$ cat config.mk
export PLATFORM = sky130hd
export DESIGN_NAME = fifo_burst_reader
export DESIGN_NICKNAME = d
export VERILOG_FILES = /design/src/rtl/fifo_burst_reader_pkg.sv /design/src/rtl/fifo_burst_reader_skid.sv /design/src/rtl/fifo_burst_reader.sv
export SDC_FILE = /design/constraint.sdc
export NUM_CORES = 1
export LEC_CHECK = 0
export BUFFER_PORTS_ARGS = -buffer_cell sky130_fd_sc_hd__buf_2
export CAP_MARGIN = 20
export CELL_PAD_IN_SITES_DETAIL_PLACEMENT = 1
export CELL_PAD_IN_SITES_GLOBAL_PLACEMENT = 2
export CORE_ASPECT_RATIO = 0.5
export CORE_MARGIN = 8
export CORE_UTILIZATION = 35
export CTS_CLUSTER_DIAMETER = 40
export CTS_CLUSTER_SIZE = 12
export DETAILED_ROUTE_END_ITERATION = 8
export PLACE_DENSITY_LB_ADDON = 0.1
export SLEW_MARGIN = 20
export SYNTH_ARGS = -nofsm -noshare
export SYNTH_HDL_FRONTEND = slang
export SYNTH_SLANG_ARGS = --single-unit
$ cat constraint.sdc
create_clock -name clk -period 3.49 [get_ports clk]
set_input_delay 0.349 -clock clk [delete_from_list [all_inputs] [get_ports clk]]
set_output_delay 0.349 -clock clk [all_outputs]
set_load 0.005 [all_outputs]
$ cat src/rtl/fifo_burst_reader_pkg.sv
// Shared definitions for the FIFO burst reader.
//   state_t           : controller state encoding (IDLE / WAIT / BURST)
//   BURST_COUNT_WIDTH : width of the completed-burst counter output
package fifo_burst_reader_pkg;

   typedef enum logic [1:0] {
      ST_IDLE  = 2'd0,
      ST_WAIT  = 2'd1,
      ST_BURST = 2'd2
   } state_t;

   localparam int BURST_COUNT_WIDTH = 16;

endpackage

$ cat src/rtl/fifo_burst_reader_skid.sv
// Two-entry in-order output buffer (data + last tag) for the burst reader.
// Ports:
//   clk, reset         : clock, synchronous active-high reset
//   push, push_data,   : write a word and its last tag (caller never pushes
//   push_last            into a full buffer)
//   pop                : remove the oldest entry (caller only pops when count!=0)
//   head_data,         : oldest entry, valid while count!=0
//   head_last
//   count              : number of occupied entries (0..2)
module fifo_burst_reader_skid #(
   parameter int DATA_SIZE = 32
) (
   input  logic                 clk,
   input  logic                 reset,
   input  logic                 push,
   input  logic [DATA_SIZE-1:0] push_data,
   input  logic                 push_last,
   input  logic                 pop,
   output logic [DATA_SIZE-1:0] head_data,
   output logic                 head_last,
   output logic [1:0]           count
);

   logic [DATA_SIZE-1:0] data0, data1;
   logic                 last0, last1;

   assign head_data = data0;
   assign head_last = last0;

   // Entry 0 is always the oldest word; entry 1 only holds a word when count==2.
   always_ff @(posedge clk) begin
      if (reset) begin
         data0 <= '0;
         data1 <= '0;
         last0 <= 1'b0;
         last1 <= 1'b0;
         count <= 2'd0;
      end else begin
         case ({push, pop})
            2'b10: begin
               if (count == 2'd0) begin
                  data0 <= push_data;
                  last0 <= push_last;
               end else begin
                  data1 <= push_data;
                  last1 <= push_last;
               end
               count <= count + 2'd1;
            end
            2'b01: begin
               data0 <= data1;
               last0 <= last1;
               count <= count - 2'd1;
            end
            2'b11: begin
               // Simultaneous push and pop: occupancy is unchanged, new word goes behind.
               if (count == 2'd1) begin
                  data0 <= push_data;
                  last0 <= push_last;
               end else begin
                  data0 <= data1;
                  last0 <= last1;
                  data1 <= push_data;
                  last1 <= push_last;
               end
            end
            default: ;
         endcase
      end
   end

endmodule

$ cat src/rtl/fifo_burst_reader.sv
// Burst reader: pops words from a first-word-fall-through FIFO in bursts of up
// to BURST_LEN words and streams them downstream through a 2-entry buffer,
// tagging the final word of each burst.
// Ports:
//   clk, reset         : clock, synchronous active-high reset
//   fifo_empty,        : upstream FIFO status and head word
//   fifo_data,
//   fifo_size
//   fifo_read          : pop strobe to the upstream FIFO
//   out_data, out_last,: downstream word, last-of-burst tag, valid
//   out_valid
//   out_ready          : downstream accept
//   busy               : controller active or words still buffered
//   burst_count        : completed bursts (wraps)
// Optional feature: define FIFO_BURST_READER_TIMEOUT_EN to wait for a full
// burst (or TIMEOUT idle cycles) before reading.
//
// state    | meaning
// ---------+-----------------------------------------------------------
// ST_IDLE  | no burst in progress, waiting for the FIFO to go non-empty
// ST_WAIT  | (timeout build only) collecting words until full or timeout
// ST_BURST | popping words while remaining!=0
module fifo_burst_reader
   import fifo_burst_reader_pkg::*;
#(
   parameter int DATA_SIZE  = 32,
   parameter int SIZE_WIDTH = 3,
   parameter int BURST_LEN  = 4,
   parameter int TIMEOUT    = 16
) (
   input  logic                         clk,
   input  logic                         reset,
   input  logic                         fifo_empty,
   input  logic [DATA_SIZE-1:0]         fifo_data,
   input  logic [SIZE_WIDTH-1:0]        fifo_size,
   output logic                         fifo_read,
   output logic [DATA_SIZE-1:0]         out_data,
   output logic                         out_last,
   output logic                         out_valid,
   input  logic                         out_ready,
   output logic                         busy,
   output logic [BURST_COUNT_WIDTH-1:0] burst_count
);

   localparam logic [SIZE_WIDTH-1:0] BURST_LEN_W = SIZE_WIDTH'(BURST_LEN);

   if (BURST_LEN < 1 || BURST_LEN > (2**SIZE_WIDTH) - 1 || TIMEOUT < 1) begin : g_param_check
      $error("fifo_burst_reader: BURST_LEN or TIMEOUT out of range");
   end

   state_t                        state, state_next;
   logic [SIZE_WIDTH-1:0]         remaining, remaining_next;
   logic [BURST_COUNT_WIDTH-1:0]  burst_cnt;
   logic [1:0]                    buf_count;
   logic                          rd;
   logic                          buf_pop;

`ifdef FIFO_BURST_READER_TIMEOUT_EN
   localparam int TMO_W = (TIMEOUT > 1) ? $clog2(TIMEOUT) : 1;
   logic [TMO_W-1:0] tmo_cnt, tmo_next;
`endif

   always_ff @(posedge clk) begin
      if (reset) begin
         state     <= ST_IDLE;
         remaining <= '0;
         burst_cnt <= '0;
`ifdef FIFO_BURST_READER_TIMEOUT_EN
         tmo_cnt   <= '0;
`endif
      end else begin
         state     <= state_next;
         remaining <= remaining_next;
`ifdef FIFO_BURST_READER_TIMEOUT_EN
         tmo_cnt   <= tmo_next;
`endif
         if (buf_pop && out_last) begin
            burst_cnt <= burst_cnt + BURST_COUNT_WIDTH'(1);
         end
      end
   end

   always_comb begin
      state_next     = state;
      remaining_next = remaining;
      rd             = 1'b0;
`ifdef FIFO_BURST_READER_TIMEOUT_EN
      tmo_next       = tmo_cnt;
`endif
      case (state)
         ST_IDLE: begin
            if (!fifo_empty) begin
`ifdef FIFO_BURST_READER_TIMEOUT_EN
               state_next = ST_WAIT;
               tmo_next   = TMO_W'(TIMEOUT - 1);
`else
               state_next = ST_BURST;
               // A zero occupancy with a non-empty flag still carries one word.
               if (fifo_size == '0) begin
                  remaining_next = SIZE_WIDTH'(1);
               end else if (fifo_size > BURST_LEN_W) begin
                  remaining_next = BURST_LEN_W;
               end else begin
                  remaining_next = fifo_size;
               end
`endif
            end
         end
         ST_WAIT: begin
`ifdef FIFO_BURST_READER_TIMEOUT_EN
            if (fifo_size >= BURST_LEN_W) begin
               state_next     = ST_BURST;
               remaining_next = BURST_LEN_W;
            end else if (tmo_cnt == '0) begin
               // Flush whatever is there; if the FIFO drained meanwhile, start over.
               if (fifo_size != '0) begin
                  state_next     = ST_BURST;
                  remaining_next = fifo_size;
               end else begin
                  state_next     = ST_IDLE;
               end
            end else begin
               tmo_next = tmo_cnt - TMO_W'(1);
            end
`else
            state_next = ST_IDLE;
`endif
         end
         ST_BURST: begin
            if (remaining == '0) begin
               state_next = ST_IDLE;
            end else if (!fifo_empty && buf_count != 2'd2 && !reset) begin
               rd             = 1'b1;
               remaining_next = remaining - SIZE_WIDTH'(1);
               if (remaining == SIZE_WIDTH'(1)) begin
                  state_next = ST_IDLE;
               end
            end
         end
         default: state_next = ST_IDLE;
      endcase
   end

   assign buf_pop = out_valid & out_ready;

   fifo_burst_reader_skid #(
      .DATA_SIZE(DATA_SIZE)
   ) u_skid (
      .clk       (clk),
      .reset     (reset),
      .push      (rd),
      .push_data (fifo_data),
      .push_last (remaining == SIZE_WIDTH'(1)),
      .pop       (buf_pop),
      .head_data (out_data),
      .head_last (out_last),
      .count     (buf_count)
   );

   assign fifo_read   = rd;
   assign out_valid   = (buf_count != 2'd0);
   assign busy        = (state != ST_IDLE) || (buf_count != 2'd0);
   assign burst_count = burst_cnt;

endmodule

# Word level (Yosys, flattened, before mapping)
# Index checks and enable logic that the tools add are counted.
[totals]
ff_bits = 89
latch_bits = 0
mem_bits_rw = 0
romBits = 0
inputBits = 39
wordCells = 76
n_memories = 0
[op_classes]
add_sub_neg = 4
mul = 0
div_mod_pow = 0
magnitude_cmp = 1
eq_ne = 15
shift = 0
n_mux = 27
bitwise = 1
n_reduce_logical = 20
[ops]
columns = ["op", "n"]
rows = [
  ["32-bit 2-to-1 mux", 4],
  ["32-bit case mux with 3 select lines", 1],
  ["32-bit case mux with 2 select lines", 1],
  ["16-bit by 1-bit adder with 16-bit output, second input constant", 1],
  ["3-bit 2-to-1 mux", 5],
  ["2-bit != test, second input constant", 6],
  ["2-bit nonzero test", 5],
  ["2-bit 2-to-1 mux", 4],
  ["2-bit case mux with 2 select lines", 2],
  ["1-bit 2-to-1 mux", 7],
  ["2-bit == test, second input constant", 3],
  ["3-bit logical NOT", 2],
  ["3-bit case mux with 2 select lines", 1],
  ["3-bit AND reduction", 2],
  ["2-bit by 1-bit == test with 1-bit output, second input constant", 2],
  ["2-bit logical NOT", 2],
  ["4-bit AND reduction", 1],
  ["3-bit by 1-bit == test with 1-bit output, second input constant", 1],
  ["3-bit greater-than comparator, second input constant", 1],
  ["1-bit logical AND", 3],
  ["3-bit by 2-bit != test with 1-bit output, second input constant", 1],
  ["3-bit != test, second input constant", 1],
  ["1-bit case mux with 3 select lines", 1],
  ["3-bit nonzero test", 1],
  ["9 further kinds", 10],
]

# Depth between registers and ports, before layout
# Gate-level depths: netlist (run 1).
[logic_depth]
word_depth = 9
ltp_mapped = 11
mapped_depth_nobuf = 10

# By module
# From an unflattened synthesis (run 1), not the netlist that was laid out.
[hier_totals]
cells_unflattened = 445
area_unflattened_um2 = 3967.6
[modules_own_cells]
columns = ["module", "n_inst", "cells_per_inst", "area_per_inst_um2", "seq_area_each_um2"]
rows = [
  ["fifo_burst_reader_skid", 1, 323, 2914.0, 1361.3],
  ["fifo_burst_reader", 1, 122, 1053.5, 400.4],
]

# Least setup slack after synthesis (run 1)
# Ideal clock, no wire load.
[synth_timing]
path_kind = "register -> register"
start = "register remaining[0]"
end = "register u_skid.data0[12], in the netlist u_skid.head_data[12]"
arrival_ns = 2.191
path_slack_ns = 1.159
stages_incl_launch_ff = 12
path_cell_list = "dfxtp_1 -> inv_1 -> ha_1 -> or2b_2 -> nand3_1 -> inv_1 -> ha_1 -> nor2b_1 -> o21a_4 -> buf_6 -> a221oi_2 -> nor3_2"
[synth_between]
elab_chain_len = 6
elab_cells_between_ends = 10
[synth_rtl]
columns = ["element", "line_no", "rtl"]
rows = [
  ["from (decl)", "fifo_burst_reader.sv:52", "logic [SIZE_WIDTH-1:0] remaining, remaining_next;"],
  ["from (signal assigned)", "fifo_burst_reader.sv:73", "remaining <= remaining_next;"],
  ["3-bit logical NOT (*)", "fifo_burst_reader.sv:130", "if (remaining == '0) begin"],
  ["1-bit 2-to-1 mux (*)", "fifo_burst_reader.sv:130", ""],
  ["1-bit 2-to-1 mux (*)", "fifo_burst_reader.sv:90", "case (state)"],
  ["named net fifo_read", "fifo_burst_reader.sv:36", "output logic fifo_read,"],
  ["2-bit == test or 2-bit by 1-bit == test with 1-bit output (tied branches)", "fifo_burst_reader_skid.sv:39", "case ({push, pop})"],
  ["2-bit by 1-bit != test with 1-bit output (no line) or 3-bit nonzero test (tied branches)", "n/a", ""],
  ["2-bit AND reduction (no line)", "n/a", ""],
  ["to (signal assigned)", "fifo_burst_reader_skid.sv:42", "data0 <= push_data;"],
  ["to (signal assigned)", "fifo_burst_reader_skid.sv:51", "data0 <= data1;"],
  ["to (signal assigned)", "fifo_burst_reader_skid.sv:58", "data0 <= push_data;"],
  ["to (decl)", "fifo_burst_reader_skid.sv:24", "logic [DATA_SIZE-1:0] data0, data1;"],
]
# The timed path passes the listed nets; every way through them passes the cells marked *.
# A chain may end at the register's enable or synchronous reset.

# Worst setup path after layout (run 1)
[layout_timing]
start = "register u_skid.count[0]"
end = "register u_skid.data0[0], in the netlist u_skid.head_data[0]"
[layout_between]
elab_chain_len = 9
elab_cells_between_ends = 18
[layout_rtl]
columns = ["element", "line_no", "rtl"]
rows = [
  ["from (decl)", "fifo_burst_reader_skid.sv:21", "output logic [1:0] count"],
  ["from (signal assigned)", "fifo_burst_reader_skid.sv:48", "count <= count + 2'd1;"],
  ["from (signal assigned)", "fifo_burst_reader_skid.sv:53", "count <= count - 2'd1;"],
  ["2-bit != test", "fifo_burst_reader.sv:132", "end else if (!fifo_empty && buf_count != 2'd2 && !reset) begin"],
  ["1-bit logical AND (2 in series)", "fifo_burst_reader.sv:132", ""],
  ["1-bit 2-to-1 mux", "fifo_burst_reader.sv:132", ""],
  ["1-bit 2-to-1 mux", "fifo_burst_reader.sv:130", ""],
  ["1-bit 2-to-1 mux", "fifo_burst_reader.sv:90", ""],
  ["2-bit == test or 2-bit by 1-bit == test with 1-bit output (tied branches)", "fifo_burst_reader_skid.sv:39", ""],
  ["2-bit by 1-bit != test with 1-bit output (no line) or 3-bit nonzero test (tied branches)", "n/a", ""],
  ["2-bit AND reduction (no line)", "n/a", ""],
]
# Several ways; a longest one is shown, not always the timed one.

==> impl_metrics.csv, run 1 <==
group,metric,value,unit
yosys,syn_area,4160,sq um
die,num_rows,28,
critical_path,path_buf_inv,2,
yosys,ys.flop_type,"dfxtp_1",
clocking,htree_levels,3,
placed_design,dp_slack,0.659,ns
die,die_x,170,um
power,power,3.25,mW
sta,fin_tns_setup,0,ns
final_layout,final_util,42.8,%
yosys,postSynthCellCount,439,
grt,first_global_vias,3584,
power,power_leakage,2.03,nW
placed_design,placed_area,4710,sq um
route,via_per_inst,4.97,
die,dieArea,15800,sq um
grt,grt_use_met1,18.6,%
critical_path,crit_slowest_cell,"o21a_4",
die,die_y,93.1,um
sta,fmax,355,MHz
grt,met3_usage,4.83,%
sta,clock-skew-final,0.00711,ns
grt,grt_pass1_wl,18400,um
critical_path,path_max_fanout,33,
critical_path,cp.required,3.74,ns
critical_path,cp_top_family,"simple AND/OR/NAND/NOR gates",
route,remaining_drc_errors,0,
grt,grt_max_degree,75,
grt,antenna_found_initial,0,
min_path,min_from,"fifo_data[18]",
grt,overflow,0,
clocking,clkTransAtPathRegs,0.07,ns
yosys,synth_nets,489,
critical_path,end_kind,"flip-flop",
placed_design,post-dp-hpwl,7450,um
yosys,synth_edf_count,0,
final_layout,final_layout_size_suffix_gt1_share,35.7,%
yosys,synth_cell_types,49,
sta,worst_slack,0.677,ns
yosys,synthTopCellsByArea,"dfxtp_1, a221oi_2, nor3_2",
yosys,synth_seq_cells,88,
clocking,clk_latency,0.34,ns
final_layout,final_area,5000,sq um
min_path,hp-class,"in2reg",
run_status,outcome,"finished, final reports clean",
yosys,ys_seq_area_share,42.4,%
route,num_vias,3417,
clocking,cts_max_path_buffers,2,
min_path,whs_endpoint,"u_skid.data1[18]$_SDFFE_PP0P_",
grt,grt.total_usage,14.4,%
yosys,synth_top_cell_area_share,42.4,%
critical_path,rr_startpoint,"u_skid.count[0]$_SDFFE_PP0P_",
sta,rsz0062_at_grt,"no",
sta,drv_slew,0,
route,dr.pass1.iters,4,
sta,post-route-period-util,80.6,%
sta,maxSlewHeadroom,34.6,%
route,wl,11300,um
placed_design,port_buffers,90,
clocking,cts_tree,"yes",
yosys,async_flop_share,0,%
clocking,numCtsBuffers,9,
critical_path,crit_chain,"inv_1 > ha_1 > nor3_4 > nand3_1 > inv_1 > ha_1 > nor2b_1 > o21a_4 > a221oi_1 > nor3_1",
sta,layout_min_cycle_time,2.81,ns
final_layout,syn_to_final_growth,20.3,%
critical_path,rr_worst_depth,10,
yosys,syn_area_per_cell,9.47,sq um
clocking,clock_sinks,88,
placed_design,place.gp.congestion,0.744,
min_path,hold_depth,3,
clocking,root_buffer,"clkbuf_16",
route,wl_per_cell,16.4,um
sta,hold_violations,0,
critical_path,cp_slowest_stage_delay,0.58,ns
clocking,hold_buffers,0,
power,ir_drop,253,uV
clocking,ctsResizeCount,0,
yosys,ys_warn_count,0,
sta,timing_worst_slew_pin_value,0.981,ns
route,antenna_left,0,
sta,setup_viol,0,
critical_path,start_kind,"flip-flop",
final_layout,final_nets,566,
die,coreArea,11700,sq um
clocking,cts_setup_buffers,0,
yosys,yosys.area.top_type,"dfxtp_1",
flow_run,cap_violations,0,
power,power_density,649,nW/um^2
critical_path,rrSetupSlack,0.68,ns
grt,grtUsageMet2,22.7,%
grt,grt.busiest_layer,"met2",
die,initial_core_util,35.5,%
critical_path,worstPathArrival,3.07,ns
route,drt-initial-drc-count,130,
final_layout,n_fill_cell,1410,
critical_path,path_class,"reg2reg",
die,io-pin-count,91,
critical_path,r2r_end,"u_skid.head_data[0]$_SDFFE_PP0P_",
[metrics by stage]
step | hold slack [ns] | instances
2_1_floorplan | 0.436 | 439
3_3_place_gp | 0.447 | 670
3_5_place_dp | 0.452 | 670
4_1_cts | 0.248 | 686
5_1_grt | 0.256 | 686
6_report | 0.262 | 687
[placed cells by master, fill, tap and decap left out, drive strengths merged, types with 3 or more instances in the layout]
cell type / instances
ha: 11
nor3: 38
nand3: 5
nand2: 77
a21oi: 40
inv: 10
nand2b: 3
clkinvlp: 3
buf: 95
dfxtp: 88
nor2: 52
nor4: 4
a211oi: 3
xnor2: 7
o21ai: 3
a221oi: 33
nand4: 5
xor2: 7
clkbuf: 11
[report_power, final]
part / internal [mW] / switching, mW
Clock: 0.526 / 0.418
Sequential: 1.17 / 0.0953
Combinational: 0.405 / 0.637
Total: 2.10 / 1.15
[cells in the mapped netlist (2+ instances only)]
master     n
xnor2_1    7
nor2_1    52
buf_2     11
and3_1     2
dfxtp_1   88
nor3_1     7
a31o_2     2
o21ai_0    2
buf_6      9
nand3_1    5
nand4_1    5
a221oi_1   3
inv_1      7
nor3_2    30
clkbuf_1   5
a21oi_1   40
nand2_1   76
a211oi_1   3
or3_1      2
xor2_1     7
nor4_1     3
nand2b_1   3
buf_1      4
a22oi_1    2
a221oi_2  30
ha_1      11
[layer usage]
| layer | vias to the layer above | wire (um) | part of all wire, % |
|---|---|---|---|
| met2 | 61 | 4900 | 43 |
| li1 | 1706 | - | - |
| met3 | 7 | 617 | 5.5 |
| met1 | 1643 | 5710 | 51 |
| met4 | 0 | 46 | 0.41 |
| met5 | - | 0 | 0 |
[worst min-delay path, delay by kind of cell]
family	cells	cell delay, ns
buffers and inverters	1	0.11
AND/OR/NAND/NOR	1	0.05
AO/OA/AOI/OAI	1	0.05
[worst max path at each step]
stage | start | to | slack [ns] | cells after the start
after detailed placement | u_skid.count[0]$_SDFFE_PP0P_ | u_skid.head_data[0]$_SDFFE_PP0P_ | 0.66 | 10
after CTS | u_skid.count[0]$_SDFFE_PP0P_ | u_skid.head_data[0]$_SDFFE_PP0P_ | 0.64 | 10
after global routing | u_skid.count[0]$_SDFFE_PP0P_ | u_skid.head_data[0]$_SDFFE_PP0P_ | 0.36 | 10
after global placement | u_skid.count[0]$_SDFFE_PP0P_ | u_skid.head_data[1]$_SDFFE_PP0P_ | 0.80 | 10
final | u_skid.count[0]$_SDFFE_PP0P_ | u_skid.head_data[0]$_SDFFE_PP0P_ | 0.68 | 10
after floorplan | remaining[0]$_SDFFE_PP0P_ | u_skid.head_data[12]$_SDFFE_PP0P_ | 1.16 | 11
[cell type report]
cell class                      instances  area (sq um)  area share (%)
Clock buffer                           11           253            5.05
Antenna cell                            1          2.50          0.0500
Multi-Input combinational cell        313          2170            43.5
Timing Repair Buffer                   95           528            10.6
Sequential cell                        88          1760            35.2
Inverter                                9          36.3           0.725
Tap cell                              165           206            4.13
Clock inverter                          5          40.0           0.800
[state kept, by name, indices dropped and copies added (netlist names)]
name	flops
remaining	3
state	1
u_skid.count	2
burst_count	16
u_skid.head_last	1
u_skid.head_data	32
u_skid.last1	1
u_skid.data1	32
[logic make-up (layout without fill, tap and decap cells)]
family | Yosys count | in the layout | share of synthesized area, %
AND/OR/NAND/NOR | 196 | 196 | 25.5
AO/OA/AOI/OAI | 92 | 92 | 20.4
flip-flops | 88 | 88 | 42.4
buffers and inverters | 38 | 120 | 5.45
XOR/XNOR | 14 | 14 | 2.95
adder cells (fa/ha/maj) | 11 | 11 | 3.31
other | 0 | 1 | 0
(Power assumes the default switching activity.)
==> inputs of run 2 (changes only) <==
--- a/config.mk
+++ b/config.mk
@@ -11,7 +11,7 @@
 export CELL_PAD_IN_SITES_GLOBAL_PLACEMENT = 2
 export CORE_ASPECT_RATIO = 0.5
 export CORE_MARGIN = 8
-export CORE_UTILIZATION = 35
+export CORE_UTILIZATION = 30
 export CTS_CLUSTER_DIAMETER = 40
 export CTS_CLUSTER_SIZE = 12
 export DETAILED_ROUTE_END_ITERATION = 8
==> constraint.sdc (replaced) <==
create_clock -name clk -period 2.3 [get_ports clk]
set_input_delay 0.23 -clock clk [delete_from_list [all_inputs] [get_ports clk]]
set_output_delay 0.23 -clock clk [all_outputs]
set_load 0.005 [all_outputs]
==> impl_metrics.csv, run 2 (synthesized netlist as in run 1, its figures left out) <==
group,metric,value,unit
run_status,outcome,"finished, final reports clean",
placed_design,place.gp.congestion,0.709,
power,power_density,953,nW/um^2
critical_path,end_kind,"flip-flop",
final_layout,layout_commonest_cell,"buf_2",
sta,holdWs,0.145,ns
critical_path,crit_slowest_cell,"dfxtp_2",
critical_path,path_max_fanout,6,
route,dr.pass1.iters,4,
die,coreArea,13600,sq um
grt,antenna_found_initial,0,
grt,grt_pass1_wl,20300,um
critical_path,path_class,"reg2reg",
route,remaining_drc_errors,0,
final_layout,final_util,42.8,%
clocking,cts_tree,"yes",
clocking,clock_sinks,88,
route,via_per_inst,4.81,
critical_path,cp_slowest_stage_delay,0.32,ns
clocking,hold_buffers,0,
final_layout,final_layout_size_suffix_gt1_share,42.9,%
critical_path,rrSetupSlack,0.05,ns
critical_path,start_kind,"flip-flop",
route,wl,13100,um
grt,grt_max_degree,54,
clocking,clkTransAtPathRegs,0.07,ns
grt,overflow,0,
die,dieArea,18100,sq um
critical_path,startpoint,"remaining[0]$_SDFFE_PP0P_",
clocking,root_buffer,"clkbuf_16",
sta,hold_violations,0,
grt,first_global_vias,3826,
critical_path,rr_startpoint,"remaining[0]$_SDFFE_PP0P_",
critical_path,cp.required,2.51,ns
die,io-pin-count,91,
power,ir_drop,352,uV
route,num_vias,3600,
flow_run,cap_violations,0,
sta,clock-skew-final,0.0100,ns
clocking,htree_levels,3,
critical_path,crit_cells,11,
final_layout,final_nets,602,
die,die_x,182,um
power,power,5.53,mW
route,wl_per_cell,17.4,um
clocking,numCtsBuffers,9,
die,num_rows,30,
power,power_leakage,2.20,nW
critical_path,r2r_end,"u_skid.head_data[8]$_SDFFE_PP0P_",
sta,maxSlewHeadroom,41.6,%
die,initial_core_util,30.7,%
sta,fmax,444,MHz
sta,setup_viol,0,
die,die_y,99.2,um
sta,layout_min_cycle_time,2.25,ns
critical_path,endpoint,"u_skid.head_data[8]$_SDFFE_PP0P_",
route,antenna_left,0,
critical_path,cp_top_family,"simple AND/OR/NAND/NOR gates",
final_layout,final_cell_mix,"buf_2, dfxtp_1, nand2_1",
min_path,hp-class,"in2reg",
sta,fin_tns_setup,0,ns
critical_path,worstPathArrival,2.46,ns
sta,timing_worst_slew_pin_value,0.873,ns
critical_path,rr_worst_depth,11,
route,drt-initial-drc-count,99,
critical_path,crit_chain,"inv_2 > ha_4 > or2b_4 > nand3_4 > inv_4 > ha_2 > nor2b_1 > o21a_4 > clkbuf_16 > a221oi_2 > nor3_2",
clocking,clk_latency,0.35,ns
sta,post-route-period-util,97.9,%
grt,grt.total_usage,13.9,%
final_layout,syn_to_final_growth,39.6,%
final_layout,n_antenna_cell,0,
sta,drv_slew,0,
placed_design,port_buffers,90,
critical_path,path_buf_inv,3,
placed_design,post-dp-hpwl,8170,um
clocking,cts_max_path_buffers,2,
-- run 2: cell types whose count changed in the layout (fill, tap and decap cells not counted), sizes merged --
| cell | delta |
|---|---|
| diode | -1 |
| a41oi | +1 |
| clkbuf | +2 |
| buf | +31 |
| o21ai | +2 |
-- run 2: how the worst min path moves through the flow --
| stage | slack [ns] | depth (start not counted) | to | from |
|---|---|---|---|---|
| after detailed placement | 0.45 | 2 | u_skid.data1[1]$_SDFFE_PP0P_ | u_skid.data1[1]$_SDFFE_PP0P_ |
| after CTS | 0.13 | 3 | u_skid.data1[11]$_SDFFE_PP0P_ | fifo_data[11] |
| after global routing | 0.14 | 3 | u_skid.data1[9]$_SDFFE_PP0P_ | fifo_data[9] |
| final | 0.15 | 3 | u_skid.data1[17]$_SDFFE_PP0P_ | fifo_data[17] |
| after global placement | 0.44 | 2 | u_skid.data1[0]$_SDFFE_PP0P_ | u_skid.data1[0]$_SDFFE_PP0P_ |
| after floorplan | 0.33 | 1 | state[1]$_SDFFE_PP0P_ | fifo_empty |
-- run 2: timing repair --
action                     4_1_cts  5_1_grt
gates cloned                     2        3
resized for setup                7       46
hold endpoints to repair         0        0
pin swaps                        3       21
setup endpoints to repair       66       66
setup buffers                    3        5
-- run 2: where the power goes --
part	internal [mW]	switching [mW]	total [mW]
Combinational	0.943	1.25	2.19
Clock	0.769	0.656	1.43
Sequential	1.77	0.142	1.91
-- run 2: through the flow --
stage | std cells | setup slack [ns] | cell area, sq um
6_report | 749 | 0.0479 | 5800
5_1_grt | 749 | -0.0499 | 5800
4_1_cts | 741 | 0.00453 | 5330
3_5_place_dp | 720 | -0.235 | 4960
3_3_place_gp | 720 | -0.150 | 4960
2_1_floorplan | 439 | 0.0173 | 4160
-- run 2: per-layer routing --
metal	vias to the layer above	global-route usage, %	routed length (um)
li1	1795	-	-
met1	1741	17.9	6620
met3	9	4.29	536
met4	0	2.63	78
met2	55	22.7	5830
met5	-	0	0
-- run 2: worst min-delay path, cell delays in order --
cell and delay (ns):
buf_2 0.11, nand2_1 0.05, a21oi_1 0.05
-- run 2: layout make-up --
class / instances / area (sq um)
clock inverter: 5 / 40.0
inverter: 9 / 38.8
timing repair buffer: 128 / 848
multi-input combinational: 316 / 2630
tap: 192 / 240
sequential: 88 / 1760
clock buffer: 11 / 243
fill: 1524 / 7750
==> inputs of run 3 (changes only) <==
--- a/config.mk
+++ b/config.mk
@@ -11,7 +11,7 @@
 export CELL_PAD_IN_SITES_GLOBAL_PLACEMENT = 2
 export CORE_ASPECT_RATIO = 0.5
 export CORE_MARGIN = 8
-export CORE_UTILIZATION = 30
+export CORE_UTILIZATION = 35
 export CTS_CLUSTER_DIAMETER = 40
 export CTS_CLUSTER_SIZE = 12
 export DETAILED_ROUTE_END_ITERATION = 8
==> constraint.sdc (replaced) <==
create_clock -name clk -period 2.6 [get_ports clk]
set_input_delay 0.26 -clock clk [delete_from_list [all_inputs] [get_ports clk]]
set_output_delay 0.26 -clock clk [all_outputs]
set_load 0.005 [all_outputs]
==> impl_metrics.csv, run 3 (synthesized netlist as in run 1, its figures left out) <==
group,metric,value,unit
die,initial_core_util,35.5,%
power,power_leakage,2.10,nW
final_layout,fin_cells,698,
die,num_rows,28,
critical_path,path_max_fanout,5,
route,remaining_drc_errors,0,
critical_path,cp.required,2.82,ns
power,power_density,885,nW/um^2
final_layout,final_layout_size_suffix_gt1_share,37.7,%
sta,layout_min_cycle_time,2.48,ns
placed_design,port_buffers,90,
clocking,cts_max_path_buffers,2,
final_layout,n_antenna_cell,0,
sta,setup_viol,0,
sta,post-route-period-util,95.5,%
clocking,numCtsBuffers,9,
flow_run,cap_violations,0,
route,wl,11800,um
final_layout,syn_to_final_growth,23.3,%
critical_path,start_kind,"flip-flop",
route,dr.pass1.iters,4,
grt,overflow,0,
clocking,cts_tree,"yes",
placed_design,dp.cells,677,
grt,grt_max_degree,58,
sta,timing_worst_slew_pin_value,0.761,ns
clocking,clk_latency,0.34,ns
min_path,hp-class,"in2reg",
clocking,htree_levels,3,
clocking,hold_buffers,0,
grt,antenna_found_initial,0,
route,wl_per_cell,16.9,um
sta,holdWs,0.172,ns
critical_path,path_class,"reg2reg",
grt,first_global_vias,3515,
power,power,4.54,mW
die,dieArea,15800,sq um
grt,grt_pass1_wl,18800,um
route,via_per_inst,4.94,
critical_path,worstPathArrival,2.70,ns
sta,hold_violations,0,
power,ir_drop,291,uV
run_status,outcome,"finished, final reports clean",
route,antenna_left,0,
final_layout,final_nets,578,
sta,fin_tns_setup,0,ns
grt,grt.total_usage,14.7,%
final_layout,final_util,43.8,%
clocking,root_buffer,"clkbuf_16",
die,die_x,170,um
route,num_vias,3448,
placed_design,post-dp-hpwl,7560,um
sta,fmax,403,MHz
critical_path,end_kind,"flip-flop",
clocking,clock_sinks,88,
final_layout,layout_commonest_cell,"buf_2",
clocking,clkTransAtPathRegs,0.07,ns
die,coreArea,11700,sq um
sta,drv_slew,0,
die,io-pin-count,91,
sta,clock-skew-final,0.00576,ns
die,die_y,93.1,um
sta,maxSlewHeadroom,49.3,%
final_layout,final_cell_mix,"buf_2, dfxtp_1, nand2_1",
route,drt-initial-drc-count,228,
placed_design,place.gp.congestion,0.704,
## run 3: changes by cell type in the layout (fill, tap and decap cells not counted), sizes merged, moves of 2 or more
cell      before  now
buf          126  106
bufinv         0    2
o21ai          5    3
clkinvlp       3    1
## run 3: final cells by class
class                   instances  area [sq um]
fillers                      1399          6580
well taps                     165           206
flip-flops and latches         88          1760
clock inverters                 4          76.3
clock buffers                  12           246
inverters                       9          36.3
multi-input cells             314          2200
repair buffers                106           598
## run 3: layer usage
metal | global-route usage, % | routed length, um | up-vias
met4 | 2.83 | 68 | 0
met5 | 0 | 0 | -
li1 | - | - | 1736
met3 | 4.71 | 628 | 5
met2 | 22.5 | 5000 | 71
met1 | 20.1 | 6080 | 1636
## run 3: what timing repair did
| action | in CTS | in global routing |
|---|---|---|
| gates resized for setup | 0 | 6 |
| setup endpoints to repair | 0 | 41 |
| setup buffers | 0 | 4 |
## run 3: path summary, 6_finish.rpt
path	from	endpoint	slack (ns)	depth (start not counted)
worst max-delay path	remaining[0]$_SDFFE_PP0P_	u_skid.head_data[26]$_SDFFE_PP0P_	0.12	11
worst min-delay path	fifo_data[2]	u_skid.data1[2]$_SDFFE_PP0P_	0.17	3
worst max register to register	remaining[0]$_SDFFE_PP0P_	u_skid.head_data[26]$_SDFFE_PP0P_	0.12	11
worst min register to register	u_skid.data1[2]$_SDFFE_PP0P_	u_skid.data1[2]$_SDFFE_PP0P_	0.46	2
## run 3: power by group
group          leakage, nW  switching [mW]  internal, mW  total (mW)
sequential           0.714           0.131          1.57        1.70
clock                0.153           0.547         0.873        1.42
combinational         1.23           0.871         0.547        1.42
## run 3: critical path: stages (launching register included)
cell and delay, ns:
dfxtp_1 0.32, inv_2 0.09, ha_2 0.18, or2b_2 0.35, nand3_1 0.11, inv_1 0.09, ha_1 0.22, nor2b_2 0.20
o21a_4 0.23, buf_4 0.17, a221oi_2 0.32, nor3_2 0.07
## run 3: through the flow
step                      instance area, sq um  setup slack [ns]
after floorplan                           4160             0.269
after global placement                    4730             0.112
after detailed placement                  4730            0.0475
after CTS                                 5060            0.0233
after global routing                      5130           -0.0103
final                                     5130             0.118
